==> src/rtl/conv_row_window_feeder.sv <==
// conv_row_window_feeder: 5-row sliding window feeder for the 28->24 5x5 conv stage.
// Ports: clk; reset (async, active-low); row_valid/row_ready/row_in (one 28-pixel row per
// handshake, pixel 0 at MSB); win_start (one-cycle pulse, win_out valid); win_out (5 rows,
// oldest at MSB); conv_done (conv stage finished current window); win_idx (window index);
// frame_done (one-cycle pulse after the last window of a frame completes).
// Optional macro CONV_ROW_PREFETCH_EN adds a 1-row staging register filled during WAIT.
module conv_row_window_feeder #(
    parameter int PIX_W = 9,
    parameter int IMG_W = 28,
    parameter int IMG_H = 28,
    parameter int K     = 5
) (
    input  logic                     clk,
    input  logic                     reset,
    input  logic                     row_valid,
    output logic                     row_ready,
    input  logic [IMG_W*PIX_W-1:0]   row_in,
    output logic                     win_start,
    output logic [K*IMG_W*PIX_W-1:0] win_out,
    input  logic                     conv_done,
    output logic [4:0]               win_idx,
    output logic                     frame_done
);
    localparam int RW = IMG_W * PIX_W;
    localparam int WW = K * RW;
    localparam int CW = $clog2(K + 1);
    localparam logic [CW-1:0] ROWS_LAST = CW'(K - 1);
    localparam logic [4:0] LAST_WIN = 5'(IMG_H - K);
    typedef enum logic [1:0] {FILL, ISSUE, WAIT} state_t;
    state_t        state_q, state_d;
    logic [CW-1:0] rows_loaded_q, rows_loaded_d;
    logic [4:0]    win_idx_q, win_idx_d;
    logic [WW-1:0] win_q, win_d;
    logic          frame_done_q, frame_done_d;
    logic          accept;
`ifdef CONV_ROW_PREFETCH_EN
    localparam logic [CW-1:0] ROWS_FULL = CW'(K);
    logic [RW-1:0] stg_q, stg_d, next_row;
    logic          stg_full_q, stg_full_d, have_row;
    // a row arriving in the same cycle as conv_done counts as already staged
    assign have_row  = stg_full_q || accept;
    assign next_row  = stg_full_q ? stg_q : row_in;
    assign row_ready = reset && (state_q == FILL || (state_q == WAIT && !stg_full_q));
`else
    assign row_ready = reset && state_q == FILL;
`endif
    assign accept     = row_valid && row_ready;
    assign win_start  = state_q == ISSUE;
    assign win_out    = win_q;
    assign win_idx    = win_idx_q;
    assign frame_done = frame_done_q;
    always_comb begin
        state_d       = state_q;
        rows_loaded_d = rows_loaded_q;
        win_idx_d     = win_idx_q;
        win_d         = win_q;
        frame_done_d  = 1'b0;
`ifdef CONV_ROW_PREFETCH_EN
        stg_d         = stg_q;
        stg_full_d    = stg_full_q;
`endif
        case (state_q)
            FILL: begin
                if (accept) begin
                    win_d         = {win_q[WW-RW-1:0], row_in};
                    rows_loaded_d = rows_loaded_q + CW'(1);
                    if (rows_loaded_q == ROWS_LAST) begin
                        state_d = ISSUE;
                    end
                end
            end
            ISSUE: state_d = WAIT;
            WAIT: begin
`ifdef CONV_ROW_PREFETCH_EN
                if (conv_done) begin
                    stg_full_d = 1'b0;
                    if (have_row) begin
                        win_d = {win_q[WW-RW-1:0], next_row};
                    end
                    if (win_idx_q == LAST_WIN) begin
                        frame_done_d  = 1'b1;
                        win_idx_d     = '0;
                        rows_loaded_d = have_row ? CW'(1) : '0;
                        state_d       = FILL;
                    end else begin
                        win_idx_d     = win_idx_q + 5'd1;
                        rows_loaded_d = have_row ? ROWS_FULL : ROWS_LAST;
                        state_d       = have_row ? ISSUE : FILL;
                    end
                end else if (accept) begin
                    stg_d      = row_in;
                    stg_full_d = 1'b1;
                end
`else
                if (conv_done) begin
                    state_d = FILL;
                    if (win_idx_q == LAST_WIN) begin
                        frame_done_d  = 1'b1;
                        win_idx_d     = '0;
                        rows_loaded_d = '0;
                    end else begin
                        win_idx_d     = win_idx_q + 5'd1;
                        rows_loaded_d = ROWS_LAST;
                    end
                end
`endif
            end
            default: state_d = FILL;
        endcase
    end
    always_ff @(posedge clk or negedge reset) begin
        if (!reset) begin
            state_q       <= FILL;
            rows_loaded_q <= '0;
            win_idx_q     <= '0;
            win_q         <= '0;
            frame_done_q  <= 1'b0;
`ifdef CONV_ROW_PREFETCH_EN
            stg_q         <= '0;
            stg_full_q    <= 1'b0;
`endif
        end else begin
            state_q       <= state_d;
            rows_loaded_q <= rows_loaded_d;
            win_idx_q     <= win_idx_d;
            win_q         <= win_d;
            frame_done_q  <= frame_done_d;
`ifdef CONV_ROW_PREFETCH_EN
            stg_q         <= stg_d;
            stg_full_q    <= stg_full_d;
`endif
        end
    end
endmodule

==> config.mk <==
export PLATFORM = sky130hd
export DESIGN_NAME = conv_row_window_feeder
export DESIGN_NICKNAME = d
export VERILOG_FILES = /design/src/rtl/conv_row_window_feeder.sv
export SDC_FILE = /design/constraint.sdc
export NUM_CORES = 2
export LEC_CHECK = 0
export CORE_AREA = 8 8 587 589
export DETAILED_ROUTE_END_ITERATION = 12
export DIE_AREA = 0 0 595 597
export HOLD_SLACK_MARGIN = 0.15
export PLACE_DENSITY = 0.39
export SLEW_MARGIN = 10
export SYNTH_ARGS = -nofsm -noshare
export SYNTH_HDL_FRONTEND = slang
export SYNTH_SLANG_ARGS = --single-unit
==> constraint.sdc <==
create_clock -name clk -period 3.03 [get_ports clk]
set_clock_uncertainty 0.15 [all_clocks]
set_input_delay 0.909 -clock clk [delete_from_list [all_inputs] [get_ports clk]]
set_output_delay 0.909 -clock clk [all_outputs]
set_load 0.03 [all_outputs]
==> results.py <==
metrics = {
    "timing": {
        "fin_crit_ns": 2.965,
        "setup_violations": 0,
        "tightest_slew_ns": 0.8385,
        "fin_ws_ns": 0.06454,
        "slew_viol_final": 0,
        "fmax_mhz": 337.2,
        "rsz0062_at_grt": "no",
        "hold_viol": 0,
        "fin_crit_sh": 0.9787,
        "relSlewSlack": 0.4410,
    },
    "clock_network": {
        "htree_levels": 4,
        "insertion_delay_ns": 0.83,
        "cts_root_buffer": "clkbuf_16",
        "cts_setup_buffers": 0,
        "clkSinkCount": 1271,
        "clkTransAtPathRegs_ns": 0.05,
        "numCtsBuffers": 167,
        "cts_tree": "done",
        "clock_path_buffers": 4,
    },
    "global_route": {
        "antenna_found_initial": 38,
        "track_usage": 0.1550,
        "first_global_vias": 43280,
        "grt_max_degree": 106,
        "grt_overflow": 0,
        "grt_first_pass_wirelength_um": 388400,
    },
    "die": {
        "core_area_sq_mm": 0.3353,
        "dieArea_sq_mm": 0.3552,
        "start_util": 0.1439,
        "die_height_um": 597,
        "rows": 213,
        "pin_count": 1524,
        "die_x_um": 595,
    },
    "flow_run": {
        "cap_viol_max_count": 0,
    },
    "run_status": {
        "outcome": "finished, final reports clean",
    },
    "synth": {
        "ys_ff_latch": 1271,
        "synth-edff-count": 0,
        "synth_ff_type": "dfrtp_1",
        "synthCells": 5372,
        "yosys_warnings": 0,
        "yosysUniqueCellTypes": 27,
        "synthArstFlopShare": 1.000,
        "yosysSeqAreaShare": 0.6593,
        "syn-mean-instance-area_sq_um": 8.981,
        "syn_area_sq_mm": 0.04824,
        "synth_nets": 5631,
    },
    "finish": {
        "final_common_cell": "nand2_1",
        "drive_gt1_frac": 0.09024,
        "layout.nets": 7245,
        "postLayoutCellArea_sq_mm": 0.07315,
        "multi_input_area_sq_mm": 0.01447,
        "final_cell_mix": "nand2_1, dfrtp_1, dlygate4sd2_1, buf_4, clkdlybuf4s50_1",
        "seq_area_sq_mm": 0.03181,
        "area_delta_synth_final_pct": 51.62,
        "fill_cells": 37150,
    },
    "place": {
        "place_congestion": 0.9041,
        "place_area_sq_mm": 0.06903,
        "pre_cts_slack_ns": -0.02417,
        "place_hpwl_um": 232500,
        "portBuffers": 1523,
    },
    "routing": {
        "drtIter0Drc": 3052,
        "wl_um": 287500,
        "routed_via_density": 3.671,
        "drc_errors": 0,
        "vias": 42310,
        "ant_nets": 0,
        "avgRoutedWirePerCell_um": 24.95,
        "first_pass_iters": 7,
    },
    "setup_path": {
        "critical_path_buf_inv_count": 1,
        "cp-end-kind": "primary output",
        "critPathLaunchType": "register",
        "critPathArrivalTime_ns": 1.91,
        "r2r_start": "state_q[0]",
        "max_stage_delay_ns": 0.72,
        "path_class": "reg2out",
        "crit_family": "buffers and inverters",
        "cpMaxStageDelayCell": "dlygate4sd2_1",
        "required_ns": 1.97,
        "startpoint": "win_out[757]",
        "critPathMaxFanout": 3,
        "cp_cell_sequence": "dlygate4sd2_1",
    },
    "power": {
        "vdd_drop_max_mv": 0.4454,
        "power_density_mw_per_mm2": 907.0,
        "power_leakage_nw": 40.33,
    },
    "worst_hold_path": {
        "hp-class": "reg2reg",
        "hp-start": "win_out[1029]",
    },
}
[where the power goes]
part	switching, mW	internal [mW]
Combinational	15.9	5.87
Clock	8.31	11.5
Sequential	3.96	20.7
[layer usage]
| layer | global-route usage | vias to the layer above | wire length [um] |
|---|---|---|---|
| met4 | 0.03842 | 8 | 7423 |
| met5 | 0 | - | 53 |
| met1 | 0.1964 | 21050 | 122300 |
| met3 | 0.07160 | 295 | 31330 |
| li1 | - | 19500 | - |
| met2 | 0.2391 | 1455 | 126400 |
[layout make-up]
type	count	share of cell area
multi-input cells	3817	0.1978
well taps	4407	0.07538
flip-flops and latches	1271	0.4348
clock buffers	233	0.06519
repair buffers	1727	0.2182
diodes	15	0.0005132
clock inverters	53	0.007954
inverters	2	0.0001026
[final timing paths]
check	to	slack, ns	cells past startpoint
max	win_out[757]	0.06	1
min	win_out[1029]	0.32	2
max reg2reg	win_out[777]	0.95	5
min reg2reg	win_out[1029]	0.32	2
max in group asynchronous	win_out[110]	0.74	4
min in group asynchronous	win_out[338]	0.72	3
[state kept, by name, indices dropped and copies added (netlist names)]
signal	cells
frame_done	1
rows_loaded_q	3
state_q	2
win_idx	5
win_out	1260
[per-stage QoR]
stage	total power [mW]	util	TNS (ns)	hold slack, ns	cells
final	66.35	0.2182	0	0.3170	11530
after global routing	69.84	0.2181	0	0.3348	11520
after CTS	67.93	0.2181	0	0.3211	11510
after detailed placement	49.71	0.2059	-0.1331	0.3109	11220
after global placement	49.63	0.2059	-0.1039	0.3073	11220
after floorplan	34.61	-	0	0.3363	5372
[timing repair]
action / 4_1_cts / 5_1_grt
pin swaps: 0 / 0
endpoints found under the hold margin: 132 / 0
gates resized for setup: 1149 / 8
setup endpoints to repair: 1090 / 7
hold buffers: 1 / 0
cloned: 0 / 0
[cell usage after synthesis, types with 2 or more instances]
cell type / number / area [sq um]
buf_6: 101 / 1137
and4bb_2: 2 / 25.02
nor2_1: 2 / 7.510
nor2b_1: 2 / 12.51
o21ai_0: 2 / 10.01
nand2_1: 3788 / 14220
nand3_1: 3 / 15.01
inv_1: 2 / 7.510
dfrtp_1: 1271 / 31810
buf_2: 131 / 655.6
ha_1: 3 / 37.54
mux2_2: 2 / 22.52
clkbuf_1: 49 / 183.9
[kinds of logic after synthesis]
logic type / share of synthesized area
fa+ha+maj: 0.0007781
xor+xnor: 0.0001816
flops: 0.6593
compound gates: 0.0006486
simple gates: 0.2974
buf+inv: 0.04129
mux: 0.0004668
(Power assumes the default switching activity.)
